**config.mk**
```make
export PLATFORM = sky130hd
export DESIGN_NAME = kmkz_writeback
export DESIGN_NICKNAME = d
export VERILOG_FILES = /design/src/rtl/kmkz_writeback.sv
export SDC_FILE = /design/constraint.sdc
export NUM_CORES = 1
export LEC_CHECK = 0
export CORE_ASPECT_RATIO = 1.1
export CORE_MARGIN = 4
export CORE_UTILIZATION = 37
export CTS_CLUSTER_DIAMETER = 80
export DETAILED_ROUTE_END_ITERATION = 16
export GPL_ROUTABILITY_DRIVEN = 0
export MAX_ROUTING_LAYER = met4
export PLACE_DENSITY = 0.76
export SETUP_SLACK_MARGIN = 0.2
export SYNTH_ARGS = -nofsm -noshare
export SYNTH_HDL_FRONTEND = slang
export SYNTH_SLANG_ARGS = --single-unit
```
**constraint.sdc**
```tcl
create_clock -name clk_i -period 2.36 [get_ports clk_i]
set_clock_uncertainty 0.1 [all_clocks]
set_input_delay 0.354 -clock clk_i [delete_from_list [all_inputs] [get_ports clk_i]]
set_output_delay 0.354 -clock clk_i [all_outputs]
set_load 0.01 [all_outputs]
```
**src/rtl/kmkz_writeback.sv**
```systemverilog
// -----------------------------------------------------------------------------
// kmkz_writeback
//
// Writeback stage of the Kamikaze-uRV pipeline. Registers the execute-stage
// result, aligns and sign-extends data-memory load responses, drives the
// register-file write port and the W-stage bypass, and stalls the pipeline
// while a load response is outstanding.
//
// Optional feature: define KMKZ_WB_LOAD_TIMEOUT_EN to enable the load-response
// watchdog. Without it w_load_fault_o is tied 0 and a load waits indefinitely.
//
// Parameters:
//   TIMEOUT_CYCLES      watchdog limit in cycles (1..255), watchdog build only
//
// Ports:
//   clk_i, rst_i        clock, asynchronous active-low reset
//   x_valid_i           execute stage presents an instruction this cycle
//   x_rd_i              destination register
//   x_rd_write_i        instruction writes rd
//   x_rd_value_i        ALU/CSR result (ignored for loads)
//   x_load_i            instruction is a load
//   x_fun_i             RV32 load funct3
//   x_addr_lo_i         load address bits [1:0]
//   dm_data_l_i         data-memory read word
//   dm_load_done_i      load data valid, single-cycle pulse
//   w_rd_o              register-file write address
//   w_rd_value_o        register-file write data
//   w_rd_store_o        register-file write enable
//   w_bypass_rd_write_o bypass value valid for w_rd_o
//   w_bypass_rd_value_o bypass value (always equal to w_rd_value_o)
//   w_stall_req_o       pipeline stall request
//   w_load_fault_o      watchdog expiry, one-cycle pulse
//   dbg_state_o         FSM state (0 = IDLE, 1 = LOAD_WAIT)
//
// Handshake: the stage register accepts the x_* bundle on every rising edge
// where w_stall_req_o is low (x_valid_i=0 enters as a bubble). While
// w_stall_req_o is high the stage holds and upstream must hold x_* stable.
// -----------------------------------------------------------------------------
module kmkz_writeback #(
    parameter int unsigned TIMEOUT_CYCLES = 255
) (
    input  logic        clk_i,
    input  logic        rst_i,
    input  logic        x_valid_i,
    input  logic [4:0]  x_rd_i,
    input  logic        x_rd_write_i,
    input  logic [31:0] x_rd_value_i,
    input  logic        x_load_i,
    input  logic [2:0]  x_fun_i,
    input  logic [1:0]  x_addr_lo_i,
    input  logic [31:0] dm_data_l_i,
    input  logic        dm_load_done_i,
    output logic [4:0]  w_rd_o,
    output logic [31:0] w_rd_value_o,
    output logic        w_rd_store_o,
    output logic        w_bypass_rd_write_o,
    output logic [31:0] w_bypass_rd_value_o,
    output logic        w_stall_req_o,
    output logic        w_load_fault_o,
    output logic        dbg_state_o
);

    typedef enum logic {
        S_IDLE      = 1'b0,
        S_LOAD_WAIT = 1'b1
    } state_t;

    if (TIMEOUT_CYCLES < 1 || TIMEOUT_CYCLES > 255) begin : g_bad_timeout
        $error("kmkz_writeback: TIMEOUT_CYCLES must be in 1..255");
    end

    state_t      state;

    // Stage register
    logic        s_valid;
    logic [4:0]  s_rd;
    logic        s_write;
    logic [31:0] s_value;
    logic        s_load;
    logic [2:0]  s_fun;
    logic [1:0]  s_addr_lo;

    logic        load_pending;
    logic        expiry;
    logic        complete;
    logic        store;
    logic [7:0]  ld_byte;
    logic [15:0] ld_half;
    logic [31:0] ld_aligned;
    logic [31:0] wb_value;

    assign load_pending = s_valid & s_load;

`ifdef KMKZ_WB_LOAD_TIMEOUT_EN
    localparam logic [7:0] WD_LAST = 8'(TIMEOUT_CYCLES - 1);

    logic [7:0] wd_cnt;

    // The counter restarts whenever the stage accepts a new instruction, so it
    // reads 0 in a load's first W cycle and counts every cycle spent stalled.
    always_ff @(posedge clk_i or negedge rst_i) begin
        if (!rst_i) begin
            wd_cnt <= 8'd0;
        end else if (!w_stall_req_o) begin
            wd_cnt <= 8'd0;
        end else begin
            wd_cnt <= wd_cnt + 8'd1;
        end
    end

    // A same-cycle done takes priority over expiry.
    assign expiry = load_pending & ~dm_load_done_i & (wd_cnt == WD_LAST);
`else
    assign expiry = 1'b0;
`endif

    // Combinational so the stall drops in the very cycle the load completes.
    assign w_stall_req_o  = load_pending & ~dm_load_done_i & ~expiry;
    assign w_load_fault_o = expiry;

    // Non-loads complete in their first W cycle; loads on done or expiry.
    assign complete = s_valid & (~s_load | dm_load_done_i | expiry);
    assign store    = complete & s_write & (s_rd != 5'd0);

    // Load data alignment
    always_comb begin
        ld_byte = dm_data_l_i[7:0];
        case (s_addr_lo)
            2'd0: ld_byte = dm_data_l_i[7:0];
            2'd1: ld_byte = dm_data_l_i[15:8];
            2'd2: ld_byte = dm_data_l_i[23:16];
            2'd3: ld_byte = dm_data_l_i[31:24];
            default: ld_byte = dm_data_l_i[7:0];
        endcase
        // Half select ignores addr_lo[0]
        ld_half = s_addr_lo[1] ? dm_data_l_i[31:16] : dm_data_l_i[15:0];
        case (s_fun)
            3'b000:  ld_aligned = {{24{ld_byte[7]}}, ld_byte};
            3'b100:  ld_aligned = {24'd0, ld_byte};
            3'b001:  ld_aligned = {{16{ld_half[15]}}, ld_half};
            3'b101:  ld_aligned = {16'd0, ld_half};
            default: ld_aligned = dm_data_l_i;
        endcase
    end

    // An expired load retires with value 0.
    always_comb begin
        wb_value = s_value;
        if (s_load) begin
            wb_value = expiry ? 32'd0 : ld_aligned;
        end
    end

    assign w_rd_o              = s_rd;
    assign w_rd_value_o        = wb_value;
    assign w_bypass_rd_value_o = wb_value;
    assign w_rd_store_o        = store;
    assign w_bypass_rd_write_o = store;
    assign dbg_state_o         = state;

    // Stage register: holds during a stall, otherwise captures x_* (bubbles
    // included) every edge.
    always_ff @(posedge clk_i or negedge rst_i) begin
        if (!rst_i) begin
            s_valid   <= 1'b0;
            s_rd      <= 5'd0;
            s_write   <= 1'b0;
            s_value   <= 32'd0;
            s_load    <= 1'b0;
            s_fun     <= 3'd0;
            s_addr_lo <= 2'd0;
        end else if (!w_stall_req_o) begin
            s_valid   <= x_valid_i;
            s_rd      <= x_rd_i;
            s_write   <= x_rd_write_i;
            s_value   <= x_rd_value_i;
            s_load    <= x_load_i;
            s_fun     <= x_fun_i;
            s_addr_lo <= x_addr_lo_i;
        end
    end

    // FSM: tracks whether the stage is waiting on a load response.
    always_ff @(posedge clk_i or negedge rst_i) begin
        if (!rst_i) begin
            state <= S_IDLE;
        end else begin
            case (state)
                S_IDLE:      if (w_stall_req_o)  state <= S_LOAD_WAIT;
                S_LOAD_WAIT: if (!w_stall_req_o) state <= S_IDLE;
                default:     state <= S_IDLE;
            endcase
        end
    end

endmodule

```
==> After elaboration in Yosys (flattened, before gate mapping) <==
Index checks and enable logic that the tools add are counted.
W data, S select, Z words.
{ "op_classes": {"eq_ne": 6, "muxes": 5, "reduce_logical": 3, "bitwise_logic": 8} }
{ "ops": {"columns": ["operator", "count"], "rows": [
  ["$pmux W32 S4", 1],
  ["$mux W32", 1],
  ["$pmux W8 S4", 1],
  ["$mux W16", 1],
  ["$eq A3 B3 Y1 const B", 2],
  ["$and A1 B1 Y1", 5],
  ["$reduce_bool A5 Y1", 1],
  ["$eq A2 B2 Y1 const B", 2],
  ["$eq A3 B1 Y1 const B", 1],
  ["$logic_not A3 Y1", 1],
  ["$eq A2 B1 Y1 const B", 1],
  ["$logic_not A2 Y1", 1],
  ["$not A1 Y1", 2],
  ["$mux W1", 1],
  ["$or A1 B1 Y1", 1]
]} }
{ "totals": {"ff_bits": 46, "elab_cells": 30, "out_inout_bits": 74, "inputBits": 80} }

==> Longest topological paths before layout <==
{ "depth": {"depth_word": 5, "depth_mapped": 8, "mapped_depth_nobuf": 4} }

==> Worst setup path before layout <==
No wires, ideal clock.
{ "synth_path": {"path_type": "register -> output", "startpoint": "reg s_addr_lo[1]", "endpoint": "out w_rd_value_o[22]", "t_required_ps": 1906, "setup_slack_ps": 13, "path_stages_with_launch": 9, "arrival_ps": 1893, "n_path_buf": 4, "path_cell_list": "dfrtp_1 -> buf_6 -> nor2b_4 -> buf_6 -> a32o_2 -> a311oi_4 -> buf_6 -> a221oi_1 -> buf_4"} }
{ "synth_between": {"elab_chain_cells": 4, "word_cells_on_any_way": 8, "classes_between": "3 x eq/ne; 4 x mux; 1 x reduce/logical"} }
{ "synth_lines": {"columns": ["item", "line", "text"], "rows": [
  ["start, declared", "81", "logic [1:0] s_addr_lo;"],
  ["start signal, assigned", "179", "s_addr_lo <= x_addr_lo_i;"],
  ["$eq A2 B2 Y1, or another cell as far along", "128", "case (s_addr_lo)"],
  ["$pmux W8 S4", "128", null],
  ["$pmux W32 S4 (*)", "137", "case (s_fun)"],
  ["$mux W32 (*)", "149", "if (s_load) begin"],
  ["end, declared", "54", "output logic [31:0] w_rd_value_o,"]
]} }
Mark *: on every way between the ends. The rest lies on a longest branch, timed or not.

==> Worst setup path in the final report <==
{ "layout_path": {"startpoint": "reg s_addr_lo[0]", "endpoint": "out w_rd_value_o[20]"} }
{ "layout_between": {"elab_chain_cells": 4, "word_cells_on_any_way": 7, "classes_between": "3 x eq/ne; 3 x mux; 1 x reduce/logical"} }
{ "layout_lines": {"columns": ["item", "line"], "rows": [
  ["$eq A2 B2 Y1, or another cell as far along", "128"],
  ["$pmux W8 S4 (*)", "128"],
  ["$pmux W32 S4 (*)", "137"],
  ["$mux W32 (*)", "149"]
]} }
Marked as above.

==> results.txt <==
* Post-route antenna net violation count: 0
- DRC marker count from the first detailed-route iteration: around 230
* Endpoints failing hold: 0
* Count of synthesis-stage warnings from yosys: 0
- Pin slew with the least headroom to its limit: approximately 0.66 ns
- Max Root-Sink Buffers: 2
* Maximum number of pins on one net before global-route repair: 49
- 0 antenna diodes ended up in the layout.
* Net count of the finished layout: ~650
- Number of different library cells in the post-synthesis netlist: 30
- Commonest register cell after synthesis: sky130_fd_sc_hd__dfrtp_1
- The first detailed-routing pass took 5 iterations.
- Number of maximum-capacitance constraint violations: 0
- Counting the buffers created by CTS gives 5.
* Most common cell in the netlist: sky130_fd_sc_hd__nand2_1
- Cell count after synthesis: roughly 400
* Placed cells: 643
* Antenna violations before repair: 0
* Via count of the first global-routing pass: about 3500
* Max-slew violation count: 0
- Non-filler instance count after layout: just under 700
- Counting the fill cells in the layout gives slightly above 600.
* Die Width: 94.6 um
* Clock tree sinks: 46
- In this run the tightest slew margin relative to its limit is 0.563.
- The flow ran to the end, but the final reports show violations.
* Global route total overflow: 0
- Worst hold slack: 0.376 ns
* Violated checks: setup timing
- HPWL after detailed placement: 8360 um
- After synthesis, the mean cell area works out to slightly below 8 um^2.
- Top cells by instance count after synthesis: 140 x sky130_fd_sc_hd__nand2_1, 46 x sky130_fd_sc_hd__dfrtp_1, 35 x sky130_fd_sc_hd__nor2_1, 34 x sky130_fd_sc_hd__buf_4, 20 x sky130_fd_sc_hd__clkbuf_1
- Wires add up to between 10000 and 15000 um.
- Based on the critical path, the design can be clocked at up to 381 MHz.
- Number of ports placed on the die boundary: between 150 and 200
- Summing all placed instances gives a cell area of between 4000 and 5000 um^2.
- Biggest fanout along the worst timing path: 8
- For this configuration, the core starts out at a cell density of 0.383.
- The synthesized design contains 0 enable-type register cells.
* Leak: ~2.5 nW
* Finished layout cell area: 5500 um^2
- GRT Util Overall: 0.242
- VDD sags by at most about 0.00034 V.
* Area of the multi-input gates: around 2100 um^2
- First-pass GRT wire length: 17700 um
- Kind of critical path: reg2out
- The path class of the tightest hold or removal check is reg2reg.
- Worst endpoint required time: between 1.5 and 2 ns
- In this run the cell area of the synthesized design comes to between 3000 and 4000 um^2.
* Die area: about 9800 um^2
- TritonCTS built the clock tree.
- The floorplan has 34 rows.
- Sequential element share of the synthesized area: 0.377
* Average wire per standard cell: slightly below 20 um
- Worst path arrival time: between 2 and 2.5 ns
- Number of nets produced by synthesis: roughly 480
- The largest total area in the synthesized netlist belongs to sky130_fd_sc_hd__dfrtp_1.
* Clock input transition at the sequential cells of the worst setup and hold paths: about 0.090 ns
* Ratio of routed vias to standard cells: ~5.5
- Share of final-layout standard cells stronger than drive strength 1: 0.381
* Core occupancy in the finished layout: 0.691
- Total of flip-flops plus latches after synthesis: 46
* Count of vias placed by the detailed router: around 3700
- Clock insertion delay at the later pin of the skew report: roughly 0.31 ns
- Setup violations remaining at the end of the flow were counted as 64.
- Power per cell area: 532 nW/um^2
* Share of the synthesized area in the top cell type: 0.377
* Signed area change from the synthesized netlist to the final layout: 80.1%
* DRC Markers: 0
- FF+latch area: around 1200 um^2
- Yosys attributes the largest share of cell area to sky130_fd_sc_hd__dfrtp_1 38%, sky130_fd_sc_hd__nand2_1 17%, sky130_fd_sc_hd__buf_4 8.4%.
- Placeable core region: about 8000 um^2
- Period minus WS final: ~2.6 ns
- Synth async-reset ratio: 1.00
- For flop-to-flop paths, the worst setup slack is between 0.6 and 0.7 ns.
- CTS H-tree depth: 2
* Crit path setup slack, layout: -0.268 ns
* Clock tree root buffer cell: sky130_fd_sc_hd__clkbuf_8
- Setup repair after global routing could not meet its margin everywhere.
- Final period utilization: 1.11
- The worst setup path is launched from a register.
- Number of buffers inserted by port buffering: about 150
* Critical path capture point type: primary output
- Setup total negative slack: -11.73 ns
- In this run the vertical extent of the chip is 103 um.
per-layer routing:
layer / GRT usage / part of all wire / vias to the layer above
met1: 0.290 / 0.38 / 1800
met4: 0.109 / 0.046 / 0
met2: 0.398 / 0.50 / 195
li1: - / - / 1661
met3: 0.0434 / 0.072 / 52
met5: - / 0 / -
kinds of logic after synthesis:
logic type | count (synthesis) | synth area share
other cells | 1 | 0.00123
flops | 46 | 0.377
buf+inv | 68 | 0.134
mux | 10 | 0.0340
compound gates | 88 | 0.219
simple gates | 183 | 0.234
worst max-delay path, cell delays in order, from the launching register on:
cell and delay [ns]:
sky130_fd_sc_hd__dfrtp_2 0.45, sky130_fd_sc_hd__mux2_4 0.31, sky130_fd_sc_hd__a32o_2 0.29, sky130_fd_sc_hd__a311oi_4 0.25, sky130_fd_sc_hd__buf_4 0.18, sky130_fd_sc_hd__buf_12 0.13
sky130_fd_sc_hd__a221oi_4 0.08, sky130_fd_sc_hd__buf_2 0.16
state kept, by name, indices dropped and copies added (netlist names):
register and cells:
s_fun 3, s_addr_lo 2, s_valid 1, s_write 1
s_load 1, dbg_state_o 1, w_rd_o 5, s_value 32
path summary, 6_finish.rpt:
check | endpoint | from | cells past startpoint
setup / recovery | w_rd_value_o[20] | s_addr_lo[0] | 7
hold / removal | s_value[2] | s_value[2] | 2
setup reg to reg | s_fun[0] | s_load | 5
hold reg to reg | s_value[2] | s_value[2] | 2
max in group asynchronous | s_addr_lo[1] | rst_i | 3
min in group asynchronous | s_value[25] | rst_i | 2
stage by stage:
| step | power, mW | setup slack (ns) |
|---|---|---|
| 2_1_floorplan | 1.54 | 0.0827 |
| 3_3_place_gp | 2.13 | -0.548 |
| 3_5_place_dp | 2.16 | -0.653 |
| 4_1_cts | 2.65 | -0.222 |
| 5_1_grt | 3.06 | -0.294 |
| 6_report | 2.92 | -0.268 |
final cells by class:
type / count / share of cell area
inverter: 5 / 0.00364
sequential: 46 / 0.210
tap: 108 / 0.0246
clock inverter: 1 / 0.00159
timing repair buffer: 227 / 0.367
clock buffer: 7 / 0.0157
multi-input combinational: 283 / 0.377
power breakdown:
group | leakage [nW] | switching [mW] | total [mW] | internal, mW
sequential | 0.541 | 0.0541 | 0.913 | 0.859
clock | 0.0489 | 0.295 | 0.538 | 0.243
combinational | 1.91 | 0.726 | 1.47 | 0.747
total | 2.51 | 1.08 | 2.92 | 1.85
cell usage in the layout (no fill, tap or decap), types with 5 or more instances in the layout:
master                              n
sky130_fd_sc_hd__o2bb2ai_4          7
sky130_fd_sc_hd__clkdlybuf4s50_1   80
sky130_fd_sc_hd__a311oi_2           5
sky130_fd_sc_hd__a21oi_1            7
sky130_fd_sc_hd__clkbuf_8           6
sky130_fd_sc_hd__dlygate4sd2_1      6
sky130_fd_sc_hd__a31oi_4            7
sky130_fd_sc_hd__a22o_1             9
sky130_fd_sc_hd__buf_6             36
sky130_fd_sc_hd__a221oi_4           5
sky130_fd_sc_hd__dfrtp_1           42
sky130_fd_sc_hd__buf_4             55
sky130_fd_sc_hd__buf_2             38
sky130_fd_sc_hd__o21ai_0           19
sky130_fd_sc_hd__a221oi_2          12
sky130_fd_sc_hd__nor2_1            31
sky130_fd_sc_hd__nand2_1          140
timing repair:
item                                    in CTS  in global routing
cloned                                       2                  0
endpoints found under the setup margin      66                 66
pin swaps                                   18                  9
gates resized for setup                    274                111
hold buffers                                 1                  0
hold endpoints to repair                    26                  0
setup buffers                               11                 12
(Power assumes the default switching activity.)
